<file path="config.mk">
export PLATFORM = sky130hd
export DESIGN_NAME = stream_pool2x2
export DESIGN_NICKNAME = d
export VERILOG_FILES = /design/src/rtl/stream_pool_pkg.sv /design/src/rtl/stream_pool2x2_pool4_reduce.sv /design/src/rtl/stream_pool2x2.sv
export SDC_FILE = /design/constraint.sdc
export NUM_CORES = 1
export LEC_CHECK = 0
export ABC_CLOCK_PERIOD_IN_PS = 5900
export CORE_MARGIN = 5
export CORE_UTILIZATION = 40
export CTS_BUF_LIST = sky130_fd_sc_hd__clkbuf_4 sky130_fd_sc_hd__clkbuf_8 sky130_fd_sc_hd__clkbuf_16
export DETAILED_ROUTE_END_ITERATION = 12
export SLEW_MARGIN = 20
export SYNTH_ARGS = -nofsm -noshare
export SYNTH_HDL_FRONTEND = slang
export SYNTH_SLANG_ARGS = --single-unit
</file>
<file path="constraint.sdc">
create_clock -name clk -period 5.9 [get_ports clk]
set_clock_uncertainty 0.05 [all_clocks]
set_input_delay 1.18 -clock clk [delete_from_list [all_inputs] [get_ports clk]]
set_output_delay 1.18 -clock clk [all_outputs]
set_load 0.03 [all_outputs]
</file>
<file path="src/rtl/stream_pool_pkg.sv">
// stream_pool_pkg: shared types for the 2x2 stride-2 stream pooler
package stream_pool_pkg;
    typedef enum logic {ROW_TOP, ROW_BOT} state_e;
    localparam logic POOL_MAX = 1'b0;
    localparam logic POOL_AVG = 1'b1;
endpackage

</file>
<file path="src/rtl/stream_pool2x2_pool4_reduce.sv">
// pool4_reduce: combinational 4-pixel reduction (max; rounded average when STREAM_POOL_AVG_EN is defined)
module pool4_reduce
    import stream_pool_pkg::*;
#(
    parameter int DATA_W = 8
) (
    input  logic [DATA_W-1:0] p0,
    input  logic [DATA_W-1:0] p1,
    input  logic [DATA_W-1:0] p2,
    input  logic [DATA_W-1:0] p3,
`ifdef STREAM_POOL_AVG_EN
    input  logic              mode,
`endif
    output logic [DATA_W-1:0] y
);
    logic [DATA_W-1:0] m01, m23, mx;
    assign m01 = p0 > p1 ? p0 : p1;
    assign m23 = p2 > p3 ? p2 : p3;
    assign mx  = m01 > m23 ? m01 : m23;
`ifdef STREAM_POOL_AVG_EN
    logic [DATA_W+1:0] sum;
    assign sum = {2'b00, p0} + {2'b00, p1} + {2'b00, p2} + {2'b00, p3} + (DATA_W+2)'(2);
    assign y   = mode == POOL_AVG ? DATA_W'(sum >> 2) : mx;
`else
    assign y = mx;
`endif
endmodule

</file>
<file path="src/rtl/stream_pool2x2.sv">
// stream_pool2x2: streaming 2x2 stride-2 pooling of raster pixels; STREAM_POOL_AVG_EN adds pool_mode (average)
module stream_pool2x2
    import stream_pool_pkg::*;
#(
    parameter int DATA_W = 8,
    parameter int IMG_W  = 8,
    parameter int IMG_H  = 8
) (
    input  logic              clk,
    input  logic              reset,
    input  logic              in_valid,
    input  logic [DATA_W-1:0] in_data,
`ifdef STREAM_POOL_AVG_EN
    input  logic              pool_mode,
`endif
    output logic              out_valid,
    output logic [DATA_W-1:0] out_data,
    output logic              out_last
);
    localparam int CW = IMG_W > 2 ? $clog2(IMG_W) : 1;
    localparam int RW = IMG_H > 2 ? $clog2(IMG_H) : 1;

    if (IMG_W % 2 != 0 || IMG_W < 2) begin : g_bad_w
        $fatal(1, "stream_pool2x2: IMG_W must be even and >= 2");
    end
    if (IMG_H % 2 != 0 || IMG_H < 2) begin : g_bad_h
        $fatal(1, "stream_pool2x2: IMG_H must be even and >= 2");
    end

    state_e            state_q, state_d;
    logic [CW-1:0]     col_q, col_d;
    logic [RW-1:0]     row_q, row_d;
    logic [DATA_W-1:0] hold_q, hold_d;
    logic [DATA_W-1:0] linebuf_q [IMG_W];
    logic [DATA_W-1:0] linebuf_d [IMG_W];
    logic              out_valid_q, out_valid_d, out_last_q, out_last_d;
    logic [DATA_W-1:0] out_data_q, out_data_d, red;
    logic              col_end, row_end;

    assign col_end = col_q == CW'(IMG_W - 1);
    assign row_end = row_q == RW'(IMG_H - 1);

    pool4_reduce #(.DATA_W(DATA_W)) u_reduce (
        .p0(linebuf_q[col_q ^ CW'(1)]),
        .p1(linebuf_q[col_q]),
        .p2(hold_q),
        .p3(in_data),
`ifdef STREAM_POOL_AVG_EN
        .mode(pool_mode),
`endif
        .y(red)
    );

    // next-state: advance counters and row parity, fill buffers, emit on bottom-right pixels
    always_comb begin
        state_d     = state_q;
        col_d       = col_q;
        row_d       = row_q;
        hold_d      = hold_q;
        linebuf_d   = linebuf_q;
        out_valid_d = 1'b0;
        out_last_d  = 1'b0;
        out_data_d  = out_data_q;
        if (in_valid) begin
            col_d = col_end ? '0 : col_q + CW'(1);
            row_d = col_end ? (row_end ? '0 : row_q + RW'(1)) : row_q;
            if (col_end) state_d = state_q == ROW_TOP ? ROW_BOT : ROW_TOP;
            if (state_q == ROW_TOP) linebuf_d[col_q] = in_data;
            else if (!col_q[0]) hold_d = in_data;
            else begin
                out_valid_d = 1'b1;
                out_data_d  = red;
                out_last_d  = row_end && col_end;
            end
        end
    end

    // control and output registers, cleared by reset
    always_ff @(posedge clk) begin
        if (reset) begin
            state_q     <= ROW_TOP;
            col_q       <= '0;
            row_q       <= '0;
            out_valid_q <= 1'b0;
            out_data_q  <= '0;
            out_last_q  <= 1'b0;
        end else begin
            state_q     <= state_d;
            col_q       <= col_d;
            row_q       <= row_d;
            out_valid_q <= out_valid_d;
            out_data_q  <= out_data_d;
            out_last_q  <= out_last_d;
        end
    end

    // pixel storage, left uninitialised on reset
    always_ff @(posedge clk) begin
        hold_q    <= hold_d;
        linebuf_q <= linebuf_d;
    end

    assign out_valid = out_valid_q;
    assign out_data  = out_data_q;
    assign out_last  = out_last_q;
endmodule

</file>
Word level (Yosys, flattened, before mapping) --
Cells that the tools add are included.
Word-level totals: flip-flop bits (word level) 89, output and inout port bits 10
Cells by class: $add $sub $neg 2, $lt $le $gt $ge 6, eq/ne operators 2, muxes and demuxes 16, bitwise operators 5, reduce and logical (&&, ||, !) cells 8
Operator list (count):
- bitwise mux 64 bit | 1
- two-way mux 8 bit | 8
- binary-select mux 8 bit (select 3 bit) | 2
- demux 8 bit (select 3 bit) | 1
- > comparator 8 bit | 3
- >= comparator 4 bit (second input constant) | 2
- inverter 3 -> 4 bit | 2
- adder 3 x 1 -> 3 bit (second input constant) | 2
- equality test 3 bit (second input constant) | 2
- two-way mux 3 bit | 2
- AND reduction 3 bit | 2
- less-than comparator 4 x 1 -> 1 bit (second input constant) | 1
- AND reduction 2 bit | 2
- OR reduction 4 bit | 1
- inverter 1 bit | 3
- OR reduction 3 bit | 1
- logical AND 1 bit | 2
- two-way mux 1 bit | 2

Longest topological paths before layout --
depth after elaboration 9, depth in mapped cells 22, gate-level depth less buffers 19

Cells and area by module --
Synthesis repeated with hierarchy kept, for this count alone.
Unflattened totals: cells, all modules 330, area total of the unflattened synthesis 4812.1 µm²
Modules (own cells, without submodules):
- stream_pool2x2 | instances 1, cells an instance 220, area each 3926.3 µm²
- pool4_reduce | instances 1, cells an instance 110, area each 885.8 µm²

Worst setup path before layout --
Ideal clock, no wire load.
path kind reg-to-reg, start register col_q[0], end register out_data_q[0], in the netlist out_data[0], data arrival time 3.815 ns, required time 5.711 ns, setup slack 1.896 ns, cell stages (with the launch flop) 19, path buffers 1, clock period less this slack 4.004 ns, cells stage by stage dfxtp_1 buf_6 mux2_1 a221o_1 a21oi_1 inv_1 ha_1 nand4_2 nor2_2 nor2b_1 nor2_1 mux2_4 inv_1 ha_1 o211ai_1 a21oi_1 o22a_1 nor2_2 a221oi_2
On the way: word-level cells in the longest chain between the ends 9, elaborated cells between the ends (all ways) 14, those cells by class order compare (2); mux (8); bitwise (3); reduce/logical (1)
RTL lines:
- start, declared | line stream_pool2x2.sv:31 | logic [CW-1:0] col_q, col_d;
- start signal, assigned | line stream_pool2x2.sv:89 | col_q <= col_d;
- inverter 1 bit (no source line)
- inverter 3 -> 4 bit (not written as such) | line stream_pool2x2.sv:44 | .p0(linebuf_q[col_q ^ CW'(1)]),
- binary-select mux 8 bit (select 3 bit) | line stream_pool2x2.sv:44
- two-way mux 8 bit (not written as such) (2 in a row) | line stream_pool2x2.sv:44
- > comparator 8 bit | line stream_pool2x2_pool4_reduce.sv:17 | assign m01 = p0 > p1 ? p0 : p1;
- two-way mux 8 bit | line stream_pool2x2_pool4_reduce.sv:17
- > comparator 8 bit | line stream_pool2x2_pool4_reduce.sv:19 | assign mx = m01 > m23 ? m01 : m23;
- two-way mux 8 bit | line stream_pool2x2_pool4_reduce.sv:19
- end signal, assigned | line stream_pool2x2.sv:92 | out_data_q <= out_data_d;
- end, declared | line stream_pool2x2.sv:37 | logic [DATA_W-1:0] out_data_q, out_data_d, red;
Several ways; a longest one is shown, not always the timed one. The select of a mux whose other input is x is not followed. A chain may end at the register's enable or synchronous reset.

Final worst setup path --
start register col_q[1], end register out_data_q[5], in the netlist out_data[5]
On the way: word-level cells in the longest chain between the ends 8, elaborated cells between the ends (all ways) 12, those cells by class order compare (2); mux (8); bitwise (2)
RTL lines (line):
- inverter 3 -> 4 bit (on tied branches) | stream_pool2x2.sv:44, stream_pool2x2.sv:45
- binary-select mux 8 bit (select 3 bit) (on tied branches) | stream_pool2x2.sv:44, stream_pool2x2.sv:45
- two-way mux 8 bit (on tied branches) (2 in a row) | stream_pool2x2.sv:44, stream_pool2x2.sv:45
- > comparator 8 bit | stream_pool2x2_pool4_reduce.sv:17
- two-way mux 8 bit * | stream_pool2x2_pool4_reduce.sv:17
- > comparator 8 bit | stream_pool2x2_pool4_reduce.sv:19
- two-way mux 8 bit * | stream_pool2x2_pool4_reduce.sv:19
Mark *: on every way between the ends. The rest lies on a longest branch, timed or not. The select of a mux whose other input is x is not followed.

==> metrics.md <==
| Metric | Value |
|---|---|
| Distinct cells, synth | `62` |
| Die footprint | `0.0148 mm2` |
| WHS Path Cells | `2` |
| Mapped Avg Cell Area | `12.5 um2` |
| Worst-Skew Late Latency | `0.34 ns` |
| Number of synthesis warnings | `0` |
| Worst-path clk slew | `0.07 ns` |
| FFs w/ async S/R, synth | `0%` |
| CTS max path bufs | `2` |
| H-tree Lvls | `3` |
| Largest net degree at the start of global routing | `39` |
| Post-synth EDFFs | `72` |
| Final Hold Vio Count | `0` |
| Area of the multi-input gates | `0.00227 mm2` |
| Wire per inst | `around 20 um` |
| Cts hold-fix bufs | `0` |
| WP data required | `~6.1 ns` |
| First-pass GRT wire length | `18100 um` |
| Synth Area in Adders | `7.00%` |
| Core Util, Final | `46.3%` |
| Fin crit share | `83.5%` |
| Post-Route WL | `roughly 12000 um` |
| GP Congestion | `0.876` |
| GRT Total Usage | `~16%` |
| Sum Neg Setup Slack | `0 ns` |
| RR Startpoint | `col_q[1]` |
| Pwr/cell area | `280 mW/mm2` |
| TritonCTS Buffers | `9` |
| Mux share of post-synthesis cell area | `about an eighth` |
| Post-synthesis xor/xnor area fraction | `0.175%` |
| Area Overhead vs Synth | `12.6%` |
| Cell Area, Synth | `around 0.005 mm2` |
| Element type at the critical path end | `flop` |
| Share of layout cells above drive strength 1 | `20.6%` |
| Diode count | `0` |
| PostCTS Resize Cnt | `0` |
| Synth Register Bits | `89` |
| Syn Nets | `439` |
| Commonest non-fill, non-tap cell in the layout | `edfxtp_1` |
| Hold wc startpoint | `row_q[2]` |
| Worst slew margin | `22.3%` |
| Post-route ant nets | `0` |
| Crit Path Max Fanout | `38` |
| CP endpoint | `out_data[5]` |
| Slew of the pin with the lowest slew margin | `1.16 ns` |
| Outcome | `finished clean` |
| Setup WS pre-CTS | `approximately 0.90 ns` |
| Reg-to-Reg End | `out_data[5]` |
| Crit path time final | `roughly 4.9 ns` |
| IO buf count | `20` |
| HPWL after detailed placement | `just over 8000 um` |
| Grt ovf | `0` |
| Root Driver | `clkbuf_16` |
| Total power | `1.58 mW` |
| Share of Yosys cell area claimed by the top area cell type | `43.2%` |
| Largest family of logic cells by synthesized area | `compound AO/OA/AOI/OAI gates` |
| Sequential group share of total power | `approximately 45%` |
| Peak VDD IR | `0.000176 V` |
| # IOs | `21` |
| Num Clock Sinks | `89` |
| Seq/Total Area, Yosys | `50.0%` |
| Vias per inst | `5.67` |
| Fill cell count | `approximately 1100` |
| CTS tree | `done` |
| Die width | `122 um` |
| Die Ht | `122 um` |
| Post-CTS Setup Bufs | `0` |
| Core Box Area | `0.0122 mm2` |
| Max Slew Vio Count | `0` |
| Clock network fraction of total power | `35.8%` |
| Synth Flop Type | `edfxtp_1` |
| Row count | `40` |
| Post-synthesis compound-gate area fraction | `16.0%` |
| Vias | `approximately 3300` |
| Leak | `2.10 nW` |
| Antenna violations before repair | `0` |
| Worst reg2reg setup slack | `roughly 0.97 ns` |
| WP data arrival | `5.08 ns` |
| DRC | `0` |
| Setup crit start | `col_q[1]` |
| Max-cap violations | `0` |
| RSZ-0062 raised after global routing | `false` |
| DR pass1 iterations | `4` |
| R2R cell count | `18` |
| Setup Viol. Count Final | `0` |
| Final WS setup | `0.974 ns` |
| Startpoint types | `flop` |
| Worst hold path type | `reg2reg` |
| Final nets | `456` |
| Comb power frac | `19.4%` |
| Sequential cell area | `0.00251 mm2` |
| Vias in the first global route | `3213` |
| Net Sw Power | `430 uW` |
| Post-Synth Simple-Gate Area | `9.35%` |
| Sw Ratio | `27.2%` |
| Setup CP Type | `reg2reg` |
| Initial Util | `between 40% and 50%` |
| Internal power | `1.15 mW` |
| Commonest non-fill, non-tap cells in the layout | `edfxtp_1, ha_1, a21oi_1, mux2i_1, inv_1` |
| Fmax | `203 MHz` |
| Top cell type by total area after synthesis | `edfxtp_1` |
| Cells after Synth | `400` |
| Iter 0 DRT Violations | `between 200 and 300` |
| Synth area leaders | `edfxtp_1, ha_1, dfxtp_1` |
-- kinds of logic after synthesis --
kind of cell,Yosys count
compound gates,101
xor+xnor,1
fa+ha+maj,28
buf+inv,47
flops,89
mux,46
simple gates,88
-- worst max-delay path, cell delays in order (launching register included) --
cell	delay, ns
dfxtp_2	0.93
or2_4	0.28
o21ai_2	0.06
mux2_2	0.27
a221oi_1	0.32
inv_1	0.09
ha_1	0.32
nand4_2	0.16
nor2_2	0.21
nor2b_1	0.08
nor2_1	0.39
mux2_4	0.37
inv_1	0.06
ha_1	0.24
o211ai_1	0.10
a21oi_1	0.08
o22a_1	0.18
nor2_2	0.43
a221oi_2	0.14
-- synthesized netlist by cell type, drive strengths merged (10+ instances only) --
master,instances
edfxtp,72
ha,28
a21oi,27
inv,25
mux2i,24
nor2,20
a221oi,19
buf,19
nand2,19
o21ai,18
dfxtp,17
mux2,16
nand3,12
nor2b,10
-- routing by layer --
| layer | global-route usage, % | wire [um] | vias to the layer above |
|---|---|---|---|
| met4 | 5.74 | 197 | 0 |
| met5 | 0 | 0 | - |
| met2 | 26.3 | 5650 | 101 |
| met1 | 22.3 | 5220 | 1650 |
| met3 | 2.79 | 547 | 16 |
| li1 | - | - | 1576 |
-- area by class of cell --
type	instances	share of cell area [%]
Sequential cell	89	44.5
Inverter	25	1.71
Multi-Input combinational cell	264	40.2
Timing Repair Buffer	28	4.62
Clock inverter	7	1.24
Clock buffer	9	4.00
Tap cell	168	3.73
-- per-stage QoR --
| step | cell area, um2 | std cells | hold WS [ns] |
|---|---|---|---|
| floorplan | 5000 | 400 | 0.390 |
| global placement | 5340 | 574 | 0.401 |
| detailed placement | 5340 | 574 | 0.410 |
| CTS | 5630 | 590 | 0.420 |
| global route | 5630 | 590 | 0.439 |
| finish | 5630 | 590 | 0.417 |
-- state kept, by name, summed over array words and instances (netlist names) --
name and count:
row_q 3, col_q 3, out_valid 1, out_data 8
linebuf_q 64, state_q 1, out_last 1, hold_q 8
-- power by group through the flow --
stage,Combinational [mW],Sequential [mW],Clock (mW)
floorplan,0.245,0.706,0
global placement,0.299,0.721,0
detailed placement,0.304,0.722,0
CTS,0.307,0.708,0.574
global route,0.337,0.710,0.596
finish,0.306,0.709,0.565
-- worst min-delay path by stage --
stage | to | slack (ns)
after floorplan | row_q[1] | 0.39
after global placement | row_q[2] | 0.40
after detailed placement | row_q[1] | 0.41
after CTS | row_q[1] | 0.42
after global routing | row_q[1] | 0.44
final | row_q[2] | 0.42
(Power assumes the default switching activity.)
